### src/rtl/dmem_arbiter.sv
// dmem_arbiter: two-master round-robin arbiter for the BRAM data port.
//   Master 0 = core data port, master 1 = AES DMA engine. One read may be
//   outstanding at a time; its response is steered back to the issuing master.
//   A read-return watchdog raises a sticky error and returns zero data.
// Ports:
//   clock, reset          rising-edge clock, synchronous active-low reset
//   mX_read/write/byte_en/address/data_in   master X request
//   mX_ready              request accepted this cycle (combinational)
//   mX_valid/data_out/address_out           master X registered read response
//   mem_read/write/byte_en/address/data_in  request to memory (combinational)
//   mem_data_out/address_out/valid/ready    response / flow control from memory
//   timeout_err           sticky watchdog error
//   perf_grant0/1, perf_conflict            performance counters
// Optional feature: define DMEM_ARB_PERF_EN to build the saturating perf
//   counters; otherwise the perf_* ports are tied to zero.
module dmem_arbiter #(
  parameter int unsigned DATA_WIDTH     = 32,
  parameter int unsigned ADDRESS_BITS   = 32,
  parameter int unsigned TIMEOUT_CYCLES = 16
) (
  input  logic                      clock,
  input  logic                      reset,
  input  logic                      m0_read,
  input  logic                      m0_write,
  input  logic [DATA_WIDTH/8-1:0]   m0_byte_en,
  input  logic [ADDRESS_BITS-1:0]   m0_address,
  input  logic [DATA_WIDTH-1:0]     m0_data_in,
  output logic                      m0_ready,
  output logic                      m0_valid,
  output logic [DATA_WIDTH-1:0]     m0_data_out,
  output logic [ADDRESS_BITS-1:0]   m0_address_out,
  input  logic                      m1_read,
  input  logic                      m1_write,
  input  logic [DATA_WIDTH/8-1:0]   m1_byte_en,
  input  logic [ADDRESS_BITS-1:0]   m1_address,
  input  logic [DATA_WIDTH-1:0]     m1_data_in,
  output logic                      m1_ready,
  output logic                      m1_valid,
  output logic [DATA_WIDTH-1:0]     m1_data_out,
  output logic [ADDRESS_BITS-1:0]   m1_address_out,
  output logic                      mem_read,
  output logic                      mem_write,
  output logic [DATA_WIDTH/8-1:0]   mem_byte_en,
  output logic [ADDRESS_BITS-1:0]   mem_address,
  output logic [DATA_WIDTH-1:0]     mem_data_in,
  input  logic [DATA_WIDTH-1:0]     mem_data_out,
  input  logic [ADDRESS_BITS-1:0]   mem_address_out,
  input  logic                      mem_valid,
  input  logic                      mem_ready,
  output logic                      timeout_err,
  output logic [31:0]               perf_grant0,
  output logic [31:0]               perf_grant1,
  output logic [31:0]               perf_conflict
);

  localparam int unsigned TIMER_W = $clog2(TIMEOUT_CYCLES);
  localparam logic [TIMER_W-1:0] TIMER_LAST = TIMER_W'(TIMEOUT_CYCLES - 1);

  typedef enum logic {IDLE, RD_WAIT} state_t;

  state_t                    state, state_next;
  logic                      rr_last;
  logic                      owner;
  logic [TIMER_W-1:0]        timer;
  logic [ADDRESS_BITS-1:0]   rd_address;
  logic                      req0, req1;
  logic                      grant, grant_sel, grant_read;

  assign req0 = m0_read | m0_write;
  assign req1 = m1_read | m1_write;

  // State register
  always_ff @(posedge clock) begin
    if (!reset) state <= IDLE;
    else        state <= state_next;
  end

  // Arbitration, memory-side mux and next state
  always_comb begin
    state_next  = state;
    grant       = 1'b0;
    grant_sel   = 1'b0;
    grant_read  = 1'b0;
    m0_ready    = 1'b0;
    m1_ready    = 1'b0;
    mem_read    = 1'b0;
    mem_write   = 1'b0;
    mem_byte_en = '0;
    mem_address = '0;
    mem_data_in = '0;
    case (state)
      IDLE: begin
        if (mem_ready && (req0 || req1)) begin
          grant     = 1'b1;
          // On a conflict the master that did not win last time goes first
          grant_sel = (req0 && req1) ? ~rr_last : req1;
          if (grant_sel) begin
            m1_ready    = 1'b1;
            grant_read  = m1_read;
            mem_write   = m1_write & ~m1_read;
            mem_byte_en = m1_byte_en;
            mem_address = m1_address;
            mem_data_in = m1_data_in;
          end else begin
            m0_ready    = 1'b1;
            grant_read  = m0_read;
            mem_write   = m0_write & ~m0_read;
            mem_byte_en = m0_byte_en;
            mem_address = m0_address;
            mem_data_in = m0_data_in;
          end
          mem_read = grant_read;
          if (grant_read) state_next = RD_WAIT;
        end
      end
      RD_WAIT: begin
        if (mem_valid || (timer == TIMER_LAST)) state_next = IDLE;
      end
      default: state_next = IDLE;
    endcase
  end

  // Grant bookkeeping, watchdog and response steering
  always_ff @(posedge clock) begin
    if (!reset) begin
      rr_last        <= 1'b1;
      owner          <= 1'b0;
      timer          <= '0;
      rd_address     <= '0;
      timeout_err    <= 1'b0;
      m0_valid       <= 1'b0;
      m1_valid       <= 1'b0;
      m0_data_out    <= '0;
      m0_address_out <= '0;
      m1_data_out    <= '0;
      m1_address_out <= '0;
    end else begin
      m0_valid <= 1'b0;
      m1_valid <= 1'b0;
      if (grant) begin
        rr_last <= grant_sel;
        if (grant_read) begin
          owner      <= grant_sel;
          timer      <= '0;
          rd_address <= mem_address;
        end
      end
      if (state == RD_WAIT) begin
        if (mem_valid) begin
          if (owner) begin
            m1_valid       <= 1'b1;
            m1_data_out    <= mem_data_out;
            m1_address_out <= mem_address_out;
          end else begin
            m0_valid       <= 1'b1;
            m0_data_out    <= mem_data_out;
            m0_address_out <= mem_address_out;
          end
        end else if (timer == TIMER_LAST) begin
          // Watchdog expiry: return zero data tagged with the issued address
          timeout_err <= 1'b1;
          if (owner) begin
            m1_valid       <= 1'b1;
            m1_data_out    <= '0;
            m1_address_out <= rd_address;
          end else begin
            m0_valid       <= 1'b1;
            m0_data_out    <= '0;
            m0_address_out <= rd_address;
          end
        end else begin
          timer <= timer + TIMER_W'(1);
        end
      end
    end
  end

`ifdef DMEM_ARB_PERF_EN
  logic conflict;
  assign conflict = (state == IDLE) && req0 && req1 && mem_ready;

  // Saturating performance counters
  always_ff @(posedge clock) begin
    if (!reset) begin
      perf_grant0   <= '0;
      perf_grant1   <= '0;
      perf_conflict <= '0;
    end else begin
      if (grant && !grant_sel && (perf_grant0 != 32'hFFFF_FFFF))
        perf_grant0 <= perf_grant0 + 32'd1;
      if (grant && grant_sel && (perf_grant1 != 32'hFFFF_FFFF))
        perf_grant1 <= perf_grant1 + 32'd1;
      if (conflict && (perf_conflict != 32'hFFFF_FFFF))
        perf_conflict <= perf_conflict + 32'd1;
    end
  end
`else
  assign perf_grant0   = '0;
  assign perf_grant1   = '0;
  assign perf_conflict = '0;
`endif

endmodule
### config.mk
export PLATFORM = sky130hd
export DESIGN_NAME = dmem_arbiter
export DESIGN_NICKNAME = d
export VERILOG_FILES = /design/src/rtl/dmem_arbiter.sv
export SDC_FILE = /design/constraint.sdc
export NUM_CORES = 1
export LEC_CHECK = 0
export CAP_MARGIN = 20
export CORE_AREA = 4 4 196 198
export CTS_CLUSTER_DIAMETER = 120
export DETAILED_ROUTE_END_ITERATION = 12
export DIE_AREA = 0 0 200 202
export GPL_ROUTABILITY_DRIVEN = 1
export MAX_ROUTING_LAYER = met4
export PLACE_DENSITY = 0.6
export SETUP_SLACK_MARGIN = 0.4
export SYNTH_ARGS = -nofsm -noshare
export SYNTH_HDL_FRONTEND = slang
export SYNTH_SLANG_ARGS = --single-unit
### constraint.sdc
create_clock -name clock -period 4.4 [get_ports clock]
set_input_delay 0.88 -clock clock [delete_from_list [all_inputs] [get_ports clock]]
set_output_delay 0.88 -clock clock [all_outputs]
set_load 0.02 [all_outputs]
# After elaboration in Yosys (flattened, before gate mapping)
# Cells that the tools add are included.
word_totals:
  memories: 0
  ram_bits: 0
  rom_bits: 0
  regBits: 170
  latchBits: 0
  out_inout_bits: 299
  inputBits: 208
classes:
  n_reduce_logical: 10
  muxes: 59
  div: 0
  addsub: 1
  mul: 0
  n_shift: 0
  eq_ne: 1
  bitwise: 10
  n_lt_le_gt_ge: 0
op_table:
  columns: ["cell", "count"]
  rows:
  - ["32-bit 2-to-1 mux", 22]
  - ["4-bit 2-to-1 mux", 8]
  - ["1-bit 2-to-1 mux", 28]
  - ["3-bit AND reduction", 3]
  - ["1-bit NOT", 6]
  - ["4-bit by 1-bit adder with 4-bit output, second input constant", 1]
  - ["4-bit equality test, second input constant", 1]
  - ["2-bit AND reduction", 2]
  - ["1-bit bitwise AND", 2]
  - ["1-bit logical AND", 2]
  - ["1-bit logical OR", 2]
  - ["1-bit OR", 2]
  - ["1-bit one-hot mux with 2 select lines", 1]
  - ["2-bit nonzero test", 1]

# Longest topological paths before layout
logic_depth:
  word_depth: 13
  ltp_mapped: 8
  ltp_nobuf: 5

# Worst setup path before layout
# No wires, ideal clock.
synth_path:
  path_type: "input to output"
  from: "input m0_write"
  to: "output mem_data_in[22]"
  arrival_time_ns: 2.178
  setup_slack_ns: 1.342
  path_stages: 7
  path_cell_list: "o21a_1 buf_2 or2_1 buf_6 nor2_4 buf_4 a22o_1"
synth_via:
  elab_chain_cells: 6
synth_rtl:
  columns: ["item", "line_no", "text"]
  rows:
  - ["start: declaration", "24", "input logic m0_write,"]
  - ["1-bit OR *", "69", "assign req0 = m0_read | m0_write;"]
  - ["1-bit logical AND", "96", "grant_sel = (req0 && req1) ? ~rr_last : req1;"]
  - ["1-bit 2-to-1 mux", "96", null]
  - ["32-bit 2-to-1 mux", "97", "if (grant_sel) begin"]
  - ["32-bit 2-to-1 mux *", "93", "if (mem_ready && (req0 || req1)) begin"]
  - ["32-bit 2-to-1 mux *", "91", "case (state)"]
  - ["end: declaration", "45", "output logic [DATA_WIDTH-1:0] mem_data_in,"]
# Every way passes the cells marked *; elsewhere a longest branch is shown, timed or not.

# Worst setup path in the final report
layout_path:
  from: "input m1_read"
  to: "output mem_data_in[26]"
layout_via:
  elab_chain_cells: 6
layout_rtl:
  columns: ["item", "line_no", "text"]
  rows:
  - ["start: declaration", "32", "input logic m1_read,"]
  - ["1-bit OR *", "70", "assign req1 = m1_read | m1_write;"]
  - ["1-bit logical AND", "96", null]
  - ["1-bit 2-to-1 mux", "96", null]
  - ["32-bit 2-to-1 mux", "97", null]
  - ["32-bit 2-to-1 mux *", "93", null]
  - ["32-bit 2-to-1 mux *", "91", null]
# Marks and branches as above.

==> key figures <==
Synth
  • Post-Syn Instances: 951
  • Post-synthesis register bit count: 170
  • Synth cell count leaders: dfxtp_1, buf_4, o21ai_0
  • Post-synthesis compound-gate area fraction: 15.6%
  • Largest cells by area after synthesis: dfxtp_1, buf_4, mux2i_1
  • Post-Syn Area per Cell: 8.67 um2
  • Area share of xor/xnor cells in the synthesized design: 0.106%
  • Post-synthesis adder-cell area fraction: 0.152%
  • Post-synth ARST share: 0%
  • Post-synthesis mux area share: 12.1%
  • Count leader, synth: dfxtp_1
  • Yosys cell types: 40
  • Sequential area share after synthesis: 41.3%
  • Ys flop type: dfxtp_1
  • Synth warn: 0
  • Post-Synth Simple-Gate Area: 15.6%
  • Share of the synthesized area in the top cell type: 41.3%
  • Area leader, netlist: dfxtp_1
  • Largest family of logic cells by synthesized area: simple AND/OR/NAND/NOR gates
  • Number of flops mapped to enable cells by yosys: 0
  • Area of the mapped netlist: 8240 um2

Layout
  • Layout cell share with drive strength beyond 1: 7.30%
  • Layout area overhead: 57.9%
  • Post-route cell area: 13000 um2
  • Non-Filler Instances: 1796
  • Post-layout util: 35.7%
  • # diodes: 0
  • Fin nets: 1524

Timing
  • Worst Tran Pin Value: 667 ps
  • Pins over their slew limit: 0
  • Count of final setup violators: 0
  • RSZ-0062 raised after global routing: true
  • Fmax: 249 MHz
  • Setup_tns: 0 ps
  • Final Skew: 15.0 ps
  • Hold Fails Final Rpt: 0
  • Minimum clock period: 4020 ps
  • Final period util: 91.4%
  • Normalized max-slew margin: 55.6%

Clocking
  • Clock transition at path regs: 60 ps
  • Max Root-Sink Buffers: 2
  • Worst skew pair latency: 430 ps
  • Root Driver: clkbuf_16
  • CTS tree: built
  • H-tree levels: 4
  • Clock buffer count from CTS: 17
  • Hold Buf Count CTS: 0
  • Clk sink count: 170

Critical path
  • CP Capture Type: output pin
  • Worst EP required: 3520 ps
  • Critical path's slowest cell: clkdlybuf4s50_1
  • Buf+Inv Stages, Crit Path: 3
  • CP peak stage delay: 610 ps
  • CP top delay family: buffers and inverters
  • CP startpoint kind: input pin
  • CP cell instances: clkdlybuf4s50_1 -> nor2_4 -> buf_4 -> a21oi_4 -> and2_4 -> a22o_1 -> clkdlybuf4s50_1
  • CP max FO: 19
  • Worst setup path category: in -> out
  • Worst endpoint data arrival time: 3140 ps
  • Most common cell on crit path: clkdlybuf4s50_1

Global route
  • Grt ovf: 0
  • Pin count of the biggest net entering global routing: 130
  • Initial antenna violation count: 0
  • Vias in the first global route: 7602
  • Total GRT Usage: 15.5%
  • First-pass GRT wire length: 47300 um

Floorplanning
  • CORE AREA: 36500 um2
  • I/O pin count: 507
  • Die span in x: 200 um
  • Die Y: 202 um
  • Initial Util: 22.6%
  • Die area: 40400 um2
  • Num rows: 70

Run
  • Maxcap violations: 0

Power and ir drop
  • Design Power: 4.07 mW
  • Leak Pwr: 4.89 nW
  • Worst VDD drop: 0.000241 V
  • Pwr Density: 312 nW/um2

Routing
  • Routed WL per cell: 18.2 um
  • Drt drc: 0
  • Routed vias: 7867
  • 1st-iter DRT viols: 358
  • DRT Pass-1 Iters: 5
  • Antenna Nets Post-Route: 0
  • Via density: 4.38
  • Routed wire length: 32700 um

Place
  • Placed Cells: 1762
  • RePlAce Congestion: 0.885
  • Port bufs: 410
  • Dpl cell area: 12400 um2
  • Hpwl dp: 24600 um

Outcome
  • Status: finished, final reports clean

Min path
  • Worst Hold Class: reg -> reg
routing by layer:
metal	track usage, %	routed length (um)	up-vias
li1	-	-	3868
met1	19.3	14000	3686
met2	25.2	15900	279
met3	3.43	1990	34
met4	4.32	760	0
met5	-	0	-
repair_timing:
item                                    in CTS  in global routing
buffers inserted                             0                  1
pin swaps                                    1                  2
resized for setup                            3                  8
endpoints found under the setup margin      37                 65
cloned                                       1                  0
cell usage in the layout, fill, tap and decap left out, types with 4 or more instances in the layout:
master,instances
mux2i_1,64
conb_1,96
buf_12,4
nor2_1,8
a31oi_1,31
o21ai_0,100
nor4b_1,30
clkbuf_16,17
buf_4,14
mux2_2,32
nand3_1,98
nand2_1,98
buf_6,4
dfxtp_1,170
clkdlybuf4s50_1,403
a21oi_1,35
nand2b_1,4
inv_1,35
a22o_1,36
state kept, by name (all words and copies together) (netlist names):
signal	count
owner	1
m1_valid	1
timeout_err	1
rr_last	1
rd_address	32
m0_data_out	32
m0_address_out	32
m1_address_out	32
timer	4
m0_valid	1
m1_data_out	32
state	1
worst paths after layout:
| kind | start | slack [ps] | cells after the start | to |
|---|---|---|---|---|
| setup reg to reg | timer[0] | 2370 | 6 | m0_address_out[13] |
| hold reg to reg | m0_address_out[16] | 460 | 2 | m0_address_out[16] |
| setup / recovery | m1_read | 380 | 7 | mem_data_in[26] |
| hold / removal | m0_address_out[16] | 460 | 2 | m0_address_out[16] |
per-stage QoR:
step	hold slack, ps	setup WS [ps]
detailed placement	448	303
finish	458	378
CTS	459	382
global route	479	316
global placement	441	392
floorplan	484	1340
cell families after synthesis:
| group | Yosys count |
|---|---|
| AND/OR/NAND/NOR | 253 |
| buffers and inverters | 215 |
| AO/OA/AOI/OAI | 214 |
| flip-flops | 170 |
| multiplexers | 96 |
| adder cells (fa/ha/maj) | 1 |
| other | 1 |
| XOR/XNOR | 1 |
layout make-up:
class	instances	area (um2)
multi-input combinational	662	4000
inverter	35	131
timing repair buffer	429	4310
clock buffer	21	460
fill	3758	23500
sequential	170	3400
clock inverter	11	134
tap	468	586
report_power, final:
| part | total, mW | switching (mW) | leakage, nW | internal, mW |
|---|---|---|---|---|
| sequential | 1.61 | 0.0298 | 1.38 | 1.58 |
| combinational | 0.912 | 0.487 | 3.23 | 0.426 |
| clock | 1.54 | 0.666 | 0.283 | 0.877 |
tightest hold or removal path, delay by kind of cell, from the launching register on:
family           cells  cell delay (ps)
multiplexers         1               50
flip-flops           1              310
AND/OR/NAND/NOR      1               50
Note: power is estimated with default switching activity, not from simulation.
